==> config.mk <==
export PLATFORM = sky130hd
export DESIGN_NAME = pwm_servo_decoder
export DESIGN_NICKNAME = d
export VERILOG_FILES = /design/src/rtl/pwm_servo_decoder.sv
export SDC_FILE = /design/constraint.sdc
export NUM_CORES = 1
export LEC_CHECK = 0
export CAP_MARGIN = 30
export CORE_ASPECT_RATIO = 0.5
export CORE_MARGIN = 2
export CORE_UTILIZATION = 56
export CTS_CLUSTER_DIAMETER = 120
export DETAILED_ROUTE_END_ITERATION = 7
export PLACE_DENSITY = 0.76
export SYNTH_ARGS = -nofsm -noshare
export SYNTH_HDL_FRONTEND = slang
export SYNTH_SLANG_ARGS = --single-unit
==> constraint.sdc <==
create_clock -name clk -period 2.7 [get_ports clk]
set_input_delay 0.54 -clock clk [delete_from_list [all_inputs] [get_ports clk]]
set_output_delay 0.54 -clock clk [all_outputs]
set_load 0.01 [all_outputs]
==> src/rtl/pwm_servo_decoder.sv <==
// Servo PWM receiver: measures the high time of an incoming servo pulse and converts
// it back to the 0..MAX_ANGLE code, flagging malformed pulses and loss of signal.
module pwm_servo_decoder #(
  parameter int OFFSET_CLKS    = 30000,
  parameter int STEP_CLKS      = 500,
  parameter int MAX_ANGLE      = 180,
  parameter int MIN_PULSE_CLKS = 25000,
  parameter int MAX_PULSE_CLKS = 150000,
  parameter int LOST_CLKS      = 1250000
) (
  input  logic       clk,
  input  logic       rst_n,
  input  logic       pwm_in,
  output logic [7:0] angle,
  output logic       angle_valid,
  output logic       pulse_err,
  output logic       signal_lost
);

  localparam int WIDTH_W = 18;
  localparam int LOST_W  = 21;

  localparam logic [WIDTH_W-1:0] FIRST_THR =
    WIDTH_W'(OFFSET_CLKS - STEP_CLKS / 2 + STEP_CLKS);
  localparam logic [WIDTH_W-1:0] STEP_W    = WIDTH_W'(STEP_CLKS);
  localparam logic [WIDTH_W-1:0] MIN_W     = WIDTH_W'(MIN_PULSE_CLKS);
  localparam logic [WIDTH_W-1:0] MAX_W     = WIDTH_W'(MAX_PULSE_CLKS);
  localparam logic [LOST_W-1:0]  LOST_L    = LOST_W'(LOST_CLKS);
  localparam logic [7:0]         ANGLE_MAX = 8'(MAX_ANGLE);

  typedef enum logic [1:0] {ARM, LOW, HIGH} state_t;

  function automatic logic [7:0] sat_angle_inc(input logic [7:0] a);
    return (a >= ANGLE_MAX) ? ANGLE_MAX : a + 8'd1;
  endfunction

  function automatic logic [LOST_W-1:0] sat_lost_inc(input logic [LOST_W-1:0] c);
    return (c >= LOST_L) ? LOST_L : c + LOST_W'(1);
  endfunction

  logic               pwm_p0, pwm_p1, pwm_p2;
  logic               rise, fall;
  state_t             state, state_nxt;
  logic [WIDTH_W-1:0] width, width_inc, thr;
  logic [7:0]         acc;
  logic               start, count, decode_ok, reject;
  logic [LOST_W-1:0]  lost_cnt, lost_nxt;

  // Stage p0/p1: two-flop synchronizer; stage p2: history flop for edge detection
  always_ff @(posedge clk) begin
    pwm_p0 <= pwm_in;
    pwm_p1 <= pwm_p0;
    pwm_p2 <= pwm_p1;
  end

  assign rise      = pwm_p1 & ~pwm_p2;
  assign fall      = ~pwm_p1 & pwm_p2;
  assign width_inc = width + WIDTH_W'(1);

  always_ff @(posedge clk) begin
    if (!rst_n) state <= ARM;
    else        state <= state_nxt;
  end

  always_comb begin
    state_nxt = state;
    start     = 1'b0;
    count     = 1'b0;
    decode_ok = 1'b0;
    reject    = 1'b0;
    case (state)
      ARM: begin
        if (!pwm_p1) state_nxt = LOW;
      end
      LOW: begin
        if (rise) begin
          state_nxt = HIGH;
          start     = 1'b1;
        end
      end
      HIGH: begin
        if (fall) begin
          state_nxt = LOW;
          if (width < MIN_W) reject    = 1'b1;
          else               decode_ok = 1'b1;
        end else if (width_inc == MAX_W) begin
          // Over-long pulse: rearm only after the line has gone low again
          state_nxt = ARM;
          reject    = 1'b1;
          count     = 1'b1;
        end else begin
          count = 1'b1;
        end
      end
      default: state_nxt = ARM;
    endcase
  end

  // The rise cycle already holds one high sample, hence width starts at 1.
  // acc counts rounding thresholds crossed, giving round-to-nearest without a divider.
  always_ff @(posedge clk) begin
    if (!rst_n) begin
      width <= '0;
      acc   <= '0;
      thr   <= FIRST_THR;
    end else if (start) begin
      width <= WIDTH_W'(1);
      acc   <= '0;
      thr   <= FIRST_THR;
    end else if (count) begin
      width <= width_inc;
      if (width_inc == thr) begin
        acc <= sat_angle_inc(acc);
        thr <= thr + STEP_W;
      end
    end else if (state != HIGH) begin
      width <= '0;
      acc   <= '0;
      thr   <= FIRST_THR;
    end
  end

  assign lost_nxt = rise ? '0 : sat_lost_inc(lost_cnt);

  // Output stage: strobes, held angle and loss-of-signal level
  always_ff @(posedge clk) begin
    if (!rst_n) begin
      angle       <= '0;
      angle_valid <= 1'b0;
      pulse_err   <= 1'b0;
      signal_lost <= 1'b1;
      lost_cnt    <= '0;
    end else begin
      angle_valid <= decode_ok;
      pulse_err   <= reject;
      lost_cnt    <= lost_nxt;
      if (decode_ok) angle <= acc;
      if (decode_ok)
        signal_lost <= 1'b0;
      else if (lost_cnt != LOST_L && lost_nxt == LOST_L)
        signal_lost <= 1'b1;
    end
  end

endmodule

== After elaboration in Yosys (flattened, before gate mapping) ==
Index checks and enable logic that the tools add are counted.
Word-level totals
  flip-flop bits (word level): 81
  bits of input ports: 3
Operators by class
  add/subtract/negate cells: 4
  magnitude comparators: 3
  equality and inequality tests: 11
  mux-type cells: 29
  bitwise operators: 5
  reduce and logical (&&, ||, !) cells: 9
Operators with widths (count)
  $mux W18: 5
  $mux W21: 2
  $mux W8: 4
  $add A21 B1 Y21 const B: 1
  $eq A21 B21 Y1 const B: 1
  $ge A21 B21 Y1 const B: 1
  $ne A21 B21 Y1 const B: 1
  $add A18 B1 Y18 const B: 1
  $add A18 B9 Y18 const B: 1
  $eq A18 B18 Y1: 1
  $eq A18 B18 Y1 const B: 1
  $lt A18 B15 Y1 const B: 1
  $mux W1: 13
  $add A8 B1 Y8 const B: 1
  $ge A8 B8 Y1 const B: 1
  $mux W2: 4
  $ne A2 B2 Y1 const B: 3
  $pmux W2 S3: 1
  $reduce_and A2 Y1: 2
  $reduce_bool A2 Y1: 2
  $ne A3 B3 Y1 const B: 1
  $not A1 Y1: 3
  $reduce_and A3 Y1: 1
  $reduce_bool A3 Y1: 1
  other kinds (7): 8

== Depth between registers and ports, before layout ==
Gate-level depths: netlist (run 1).
  depth after elaboration: 7
  gate-level depth with buffers: 11
  depth with buffers taken out: 9

== Least setup slack after synthesis (run 1) ==
No wires, ideal clock.
  path type: register to register
  from: register width[0]
  to: register thr[17]
  data arrival time: 2629 ps
  required time: 2629 ps
  setup slack: 1 ps
  cell stages (with the launch flop): 10
  buffers on the path: 0
  period minus slack after synthesis: 2699 ps
  cells stage by stage: dfxtp_1 ha_1 nand3_4 nor3_1 nor3_1 or4_1 nor3_2 nand4_2 or3_1 a21oi_1
Between the ends
  word-level cells in the longest chain between the ends: 4
Ends and longest elaborated chain
  from (decl): line 44  | logic [WIDTH_W-1:0] width, width_inc, thr;
  from (signal assigned): line 111  | width <= width_inc;
  $add A18 B1 Y18: line 58  | assign width_inc = width + WIDTH_W'(1);
  $eq A18 B18 Y1: line 112  | if (width_inc == thr) begin
  $ne A2 B1 Y1 (no line)
  $reduce_and A2 Y1 (no line)
  to (signal assigned): line 114  | thr <= thr + STEP_W;
  to (decl): line 44
No other way between the ends.
A chain may end at the register's enable or synchronous reset.

== Final worst setup path (run 1) ==
  from: register width[1]
  to: register thr[16]
The elaborated chain is that of the path after synthesis.

==> results of run 1 <==
-- cell usage after synthesis (all sizes together), types with 6 or more instances --
| library cell | instances | area share |
|---|---|---|
| and2 | 8 | 0.010 |
| nor3 | 21 | 0.022 |
| mux2i | 13 | 0.026 |
| dfxtp | 80 | 0.33 |
| ha | 6 | 0.015 |
| o21ai | 20 | 0.020 |
| nor4 | 11 | 0.022 |
| nand3 | 41 | 0.048 |
| inv | 17 | 0.013 |
| nor2b | 6 | 0.0076 |
| buf | 14 | 0.016 |
| xnor2 | 33 | 0.059 |
| xor2 | 22 | 0.039 |
| nand2 | 51 | 0.040 |
| nand4 | 23 | 0.035 |
| nor3b | 9 | 0.014 |
| o211ai | 7 | 0.011 |
| a31oi | 9 | 0.011 |
| clkbuf | 25 | 0.020 |
| or4 | 6 | 0.0099 |
| and3 | 10 | 0.013 |
| or3 | 14 | 0.018 |
| a21oi | 32 | 0.033 |
| nand2b | 7 | 0.0089 |
| nor2 | 90 | 0.069 |
-- logic make-up (layout without fill, tap and decap cells) --
kind of cell | Yosys count | in the layout | synth area share
buf+inv | 57 | 129 | 0.0509
flops | 80 | 80 | 0.325
mux | 14 | 14 | 0.0287
simple gates | 318 | 318 | 0.353
fa+ha+maj | 6 | 6 | 0.0153
compound gates | 99 | 99 | 0.128
xor+xnor | 55 | 55 | 0.0979
-- metal layers --
layer  vias to the layer above  wire, um  global-route usage
met5                         -         0                   0
met4                         0       354              0.0856
met3                        36       908              0.0610
met2                       198      6340               0.462
met1                      2332      6100               0.370
li1                       2366         -                   -
-- registers in the layout (all words and copies together) (netlist names) --
name and cells:
angle 8, state 2, pwm_p2 1, pwm_p0 1, angle_valid 1, pwm_p1 1
acc 8, thr 17, pulse_err 1, signal_lost 1, width 18, lost_cnt 21
-- critical path: stages (launching register included) --
cell	delay [ns]
sky130_fd_sc_hd__dfxtp_1	0.37
sky130_fd_sc_hd__ha_4	0.17
sky130_fd_sc_hd__nand3_4	0.15
sky130_fd_sc_hd__nor4_4	0.34
sky130_fd_sc_hd__xnor2_1	0.15
sky130_fd_sc_hd__or4_4	0.57
sky130_fd_sc_hd__nand3_4	0.12
sky130_fd_sc_hd__nand4_1	0.15
sky130_fd_sc_hd__buf_6	0.18
sky130_fd_sc_hd__or3_4	0.33
sky130_fd_sc_hd__a21oi_2	0.12
-- per-stage QoR --
step / total power [mW] / area [um2] / std cells
2_1_floorplan: 1.26 / 4920 / 629
3_3_place_gp: 1.28 / 5600 / 796
5_1_grt: 2.51 / 6120 / 818
4_1_cts: 2.45 / 5930 / 813
3_5_place_dp: 1.28 / 5600 / 796
6_report: 2.44 / 6120 / 818
-- area by class of cell --
type,instances,share of cell area
clock buffers,9,0.0368
clock inverters,7,0.00961
inverters,17,0.0104
multi-input cells,492,0.526
flip-flops and latches,80,0.265
well taps,117,0.0239
repair buffers,96,0.128
-- where the power goes --
part | total (mW) | internal (mW) | switching (mW)
Combinational | 0.0634 | 0.0231 | 0.0403
Sequential | 1.19 | 1.18 | 0.00894
Clock | 1.18 | 0.639 | 0.542
-- path summary, 6_finish.rpt --
kind / startpoint / to / cells after the start
hold / removal: pwm_p0$_DFF_P_ / pwm_p1$_DFF_P_ / 0
setup / recovery: width[1]$_SDFFE_PP0P_ / thr[16]$_SDFFE_PP0P_ / 10
hold reg to reg: pwm_p0$_DFF_P_ / pwm_p1$_DFF_P_ / 0
setup reg to reg: width[1]$_SDFFE_PP0P_ / thr[16]$_SDFFE_PP0P_ / 10
-- timing repair --
action	4_1_cts	5_1_grt
gates cloned	0	0
endpoints found under the setup margin	15	23
gates resized for setup	11	40
setup buffers	1	5
pin swaps	5	19
==> run_results.csv, run 1 <==
group,metric,value,unit
layout,most_frequent_cells_in_the_layout,"89 x sky130_fd_sc_hd__nor2_1, 77 x sky130_fd_sc_hd__buf_4, 71 x sky130_fd_sc_hd__dfxtp_1, 49 x sky130_fd_sc_hd__nand2_1, 38 x sky130_fd_sc_hd__nand3_1",
synthesis,synthesis.yosys.warnings,0,
synthesis,synthArstFlopShare,0,
synthesis,post_synth_inst_count,629,
synthesis,synth.distinct_cells,70,
layout,multi_input_combinational_cell_area,0.00322,mm2
layout,num_antenna_cells,0,
timing,fin_hold_ws,0.337,ns
clock_network,clk_transition_reported_paths,0.07,ns
min_path,hold_path.class,"reg -> reg",
pwr,p_per_area,398,mW/mm2
critical_path,reg2reg_setup_slack,-0.02,ns
timing,totalNegativeSetupSlack,-0.0218,ns
layout,area_growth,24.4,%
timing,clock_skew,0.00773,ns
critical_path,timing.setup.critical_path_class,"reg -> reg",
critical_path,setup.worst_path.start_class,"flop",
timing,min_period,2.72,ns
timing,worst_pin_slew,0.594,ns
clock_network,clk-insertion-delay-late,0.35,ns
clock_network,cts_tree,"built",
timing,setup_repair_after_global_routing_missed_its_margin,"true",
outcome,violations,"negative setup slack",
synthesis,number_of_synthesized_flops_with_an_enable_pin,0,
synthesis,synth.avg_cell_area,7.82,um2
layout,layout.core_utilization,0.710,
routing,detailedRoute.firstPassIterationCount,8,
floorplanning,rows,24,
place,io_buffers,13,
floorplanning,die_x,137,um
global_routing,antenna_found_initial,0,
routing,route.detailed.wl_per_inst,16.7,um
layout,n_fill_cell,651,
pwr,static_leak,2.25,nW
clock_network,clk_path_buf_depth,2,
routing,detail-route-antenna-nets,0,
routing,route.vias.total,4932,
global_routing,pin_count_of_the_biggest_net_entering_global_routing,32,
clock_network,tritoncts_num_sinks,80,
critical_path,critPathRequiredTime,2.98,ns
pwr,peakVddDrop,0.301,mV
place,routabilityCongestion,0.954,
critical_path,endpoint_kind,"flop",
routing,detail_route.vias_per_cell,6.03,
place,dp_slack,-0.104,ns
synthesis,synth.cell_area,0.00492,mm2
routing,dr.first_iter.drc_count,585,
synthesis,synthesis.nets,638,
clock_network,cts_htree_levels,3,
synthesis,synth_ff_type,"sky130_fd_sc_hd__dfxtp_1",
floorplanning,initial_utilization,0.571,
timing,layout_worst_path_cycle_share,1.01,
clock_network,cts_made_buffers,9,
timing,final_critical_path_setup_slack,-0.0218,ns
global_routing,gr-usage-all-layers,0.281,
synthesis,ys_ff_latch,80,
routing,remaining_drc_errors,0,
critical_path,crit_arrival,3.01,ns
floorplanning,die_height,70.3,um
global_routing,first_global_vias,4474,
floorplanning,die-area,0.00960,mm2
timing,timing_hold_violations_final,0,
layout,fin_nets,705,
job,cap_violations,0,
layout,layout.area.seq,0.00163,mm2
floorplanning,core,0.00862,mm2
timing,timing.final.setup_violations,1,
outcome,outcome,"complete, but fails checks",
floorplanning,pin_count,14,
layout,final_layout_size_suffix_gt1_frac,0.207,
timing,timing_max_transition_violations_final,0,
critical_path,cp_max_fo,6,
timing,timing.slew.headroom,0.601,
clock_network,cts.hold.buffers_added,0,
timing,maxClockFrequency,367,MHz
global_routing,grt-ovfl-total,0,
routing,wirelength,13700,um
synthesis,sequential_share_of_the_synthesized_area,0.325,
place,detailedPlacementHpwl,9470,um
global_routing,grt_first_pass_wirelength,21300,um
layout,layout_commonest_cell,"sky130_fd_sc_hd__nor2_1",
clock_network,cts_root_buffer,"sky130_fd_sc_hd__clkbuf_16",
Power figures use the tool's default switching activity.
==> inputs of run 2 (changes only) <==
- PLACE_DENSITY: 0.76 -> 0.73
==> run_results.csv, run 2 (synthesis gave the netlist of run 1 again) <==
group,metric,value,unit
clock_network,clk_transition_reported_paths,0.07,ns
floorplanning,die-area,0.00960,mm2
layout,fin_nets,707,
outcome,outcome,"finished clean",
clock_network,cts_htree_levels,3,
global_routing,gr-usage-all-layers,0.290,
pwr,p_per_area,409,mW/mm2
place,detailedPlacementHpwl,9360,um
layout,largest_register_ff_count,21,
critical_path,reg2reg_setup_slack,0.02,ns
floorplanning,initial_utilization,0.571,
global_routing,grt-ovfl-total,0,
critical_path,crit_end,"thr[16]$_SDFFE_PP0P_",
layout,most_frequent_cells_in_the_layout,"88 x sky130_fd_sc_hd__nor2_1, 81 x sky130_fd_sc_hd__buf_4, 68 x sky130_fd_sc_hd__dfxtp_1, 49 x sky130_fd_sc_hd__nand2_1, 38 x sky130_fd_sc_hd__nand3_1",
critical_path,crit-reg2reg-capture,"thr[16]$_SDFFE_PP0P_",
clock_network,tritoncts_num_sinks,80,
layout,num_antenna_cells,0,
pwr,peakVddDrop,0.349,mV
critical_path,path_cells,"buf_4 -> nand3_4 -> or4_4 -> a21oi_2 -> o31ai_4 -> nor4_4 -> buf_4 -> nand4_1 -> or3_1 -> a21oi_2",
timing,layout_worst_path_cycle_share,0.991,
global_routing,pin_count_of_the_biggest_net_entering_global_routing,32,
timing,worst_pin_slew,0.587,ns
routing,remaining_drc_errors,0,
global_routing,first_global_vias,4663,
pwr,p_switching,0.583,mW
critical_path,endpoint_kind,"flop",
clock_network,clk-insertion-delay-late,0.34,ns
critical_path,worst_path_largest_cell_delay,0.58,ns
routing,wirelength,13900,um
pwr,comb_power_share,0.027,
critical_path,crit_arrival,2.95,ns
min_path,hold_path.class,"reg -> reg",
clock_network,cts_root_buffer,"sky130_fd_sc_hd__clkbuf_16",
routing,dr.first_iter.drc_count,527,
critical_path,worstSetupStartpoint,"width[1]$_SDFFE_PP0P_",
global_routing,antenna_found_initial,0,
timing,timing.slew.headroom,0.606,
pwr,power.total,2.54,mW
floorplanning,rows,24,
layout,final_layout_size_suffix_gt1_frac,0.228,
critical_path,cp_top_family,"simple AND/OR/NAND/NOR gates",
pwr,pwr-share-clk,0.506,
critical_path,cp_max_fo,4,
place,routabilityCongestion,0.929,
timing,timing.final.setup_violations,0,
clock_network,cts_made_buffers,9,
critical_path,critPathRequiredTime,2.98,ns
job,cap_violations,0,
floorplanning,die_height,70.3,um
layout,reg.largest.list,"lost_cnt: 21 flops, width: 18 flops, thr: 17 flops",
timing,min_period,2.68,ns
pwr,p_seq_frac,0.468,
routing,detail-route-antenna-nets,0,
layout,top_register,"lost_cnt",
timing,totalNegativeSetupSlack,0,ns
timing,fin_hold_ws,0.330,ns
timing,setup_repair_after_global_routing_missed_its_margin,"true",
clock_network,cts_tree,"built",
critical_path,timing.setup.critical_path_class,"reg -> reg",
place,io_buffers,13,
timing,timing_max_transition_violations_final,0,
layout,postLayoutCellArea,0.00622,mm2
timing,timing_hold_violations_final,0,
critical_path,worst-path-stages,10,
critical_path,r2r_cells,10,
pwr,static_leak,2.28,nW
routing,detailedRoute.firstPassIterationCount,5,
routing,route.vias.total,5026,
critical_path,worst_path_buf_inv,2,
timing,maxClockFrequency,374,MHz
place,placed_cell_area,0.00558,mm2
critical_path,setup.worst_path.start_class,"flop",
critical_path,r2r_start,"width[1]$_SDFFE_PP0P_",
global_routing,grt_first_pass_wirelength,22000,um
pwr,p_sw_frac,0.229,
floorplanning,pin_count,14,
layout,n_fill_cell,651,
floorplanning,die_x,137,um
critical_path,critical_path.slowest_cell,"sky130_fd_sc_hd__or4_4",
clock_network,clk_path_buf_depth,2,
layout,layout_commonest_cell,"sky130_fd_sc_hd__nor2_1",
timing,clock_skew,0.00611,ns
layout,area_growth,26.4,%
floorplanning,core,0.00862,mm2
routing,route.detailed.wl_per_inst,16.9,um
clock_network,cts.hold.buffers_added,0,
routing,detail_route.vias_per_cell,6.13,
pwr,power_report.internal_total,1.96,mW
## run 2: repair_timing
action / CTS / global route
gates resized for setup: 17 / 49
setup buffers: 3 / 8
endpoints found under the setup margin: 18 / 22
cloned: 0 / 0
pin swaps: 6 / 12
## run 2: how the worst min path moves through the flow
stage	start	cells past startpoint	to
after global routing	pwm_p0$_DFF_P_	0	pwm_p1$_DFF_P_
after floorplan	pwm_p0$_DFF_P_	0	pwm_p1$_DFF_P_
after CTS	pwm_p0$_DFF_P_	0	pwm_p1$_DFF_P_
final	pwm_p0$_DFF_P_	0	pwm_p1$_DFF_P_
after detailed placement	pwm_p0$_DFF_P_	0	pwm_p1$_DFF_P_
after global placement	pwm_p0$_DFF_P_	0	pwm_p1$_DFF_P_
## run 2: area by class of cell
cell class	instances	area [um2]	share of cell area
Multi-Input combinational cell	492	3270	0.526
Sequential cell	80	1630	0.263
Timing Repair Buffer	98	792	0.127
Clock buffer	10	239	0.0384
Tap cell	117	146	0.0235
Clock inverter	6	73.8	0.0119
Inverter	17	63.8	0.0103
## run 2: power by group through the flow
stage,Clock (mW),Combinational (mW),Sequential (mW)
after floorplan,0,0.0413,1.22
after global placement,0,0.0635,1.22
after global routing,1.35,0.0751,1.19
after detailed placement,0,0.0647,1.22
final,1.29,0.0675,1.19
after CTS,1.30,0.0661,1.20
## run 2: worst reg2reg max path, delay by kind of cell, from the launching register on
family                 cells  cell delay (ns)
AND/OR/NAND/NOR            5             1.54
AO/OA/AOI/OAI              3             0.40
flip-flops                 1             0.36
buffers and inverters      2             0.30
## run 2: per-stage QoR
stage	setup slack, ns	utilization	cells
2_1_floorplan	0.000752	-	629
3_3_place_gp	0.0214	0.647	793
3_5_place_dp	-0.0807	0.647	793
4_1_cts	0.00694	0.694	812
5_1_grt	-0.0915	0.722	820
6_report	0.0250	0.722	820
## run 2: routing by layer
layer	GRT usage	part of all wire	vias to the layer above
met1	0.372	0.44	2402
met3	0.0595	0.063	50
met4	0.112	0.035	0
met5	0	0	-
li1	-	-	2370
met2	0.478	0.46	204
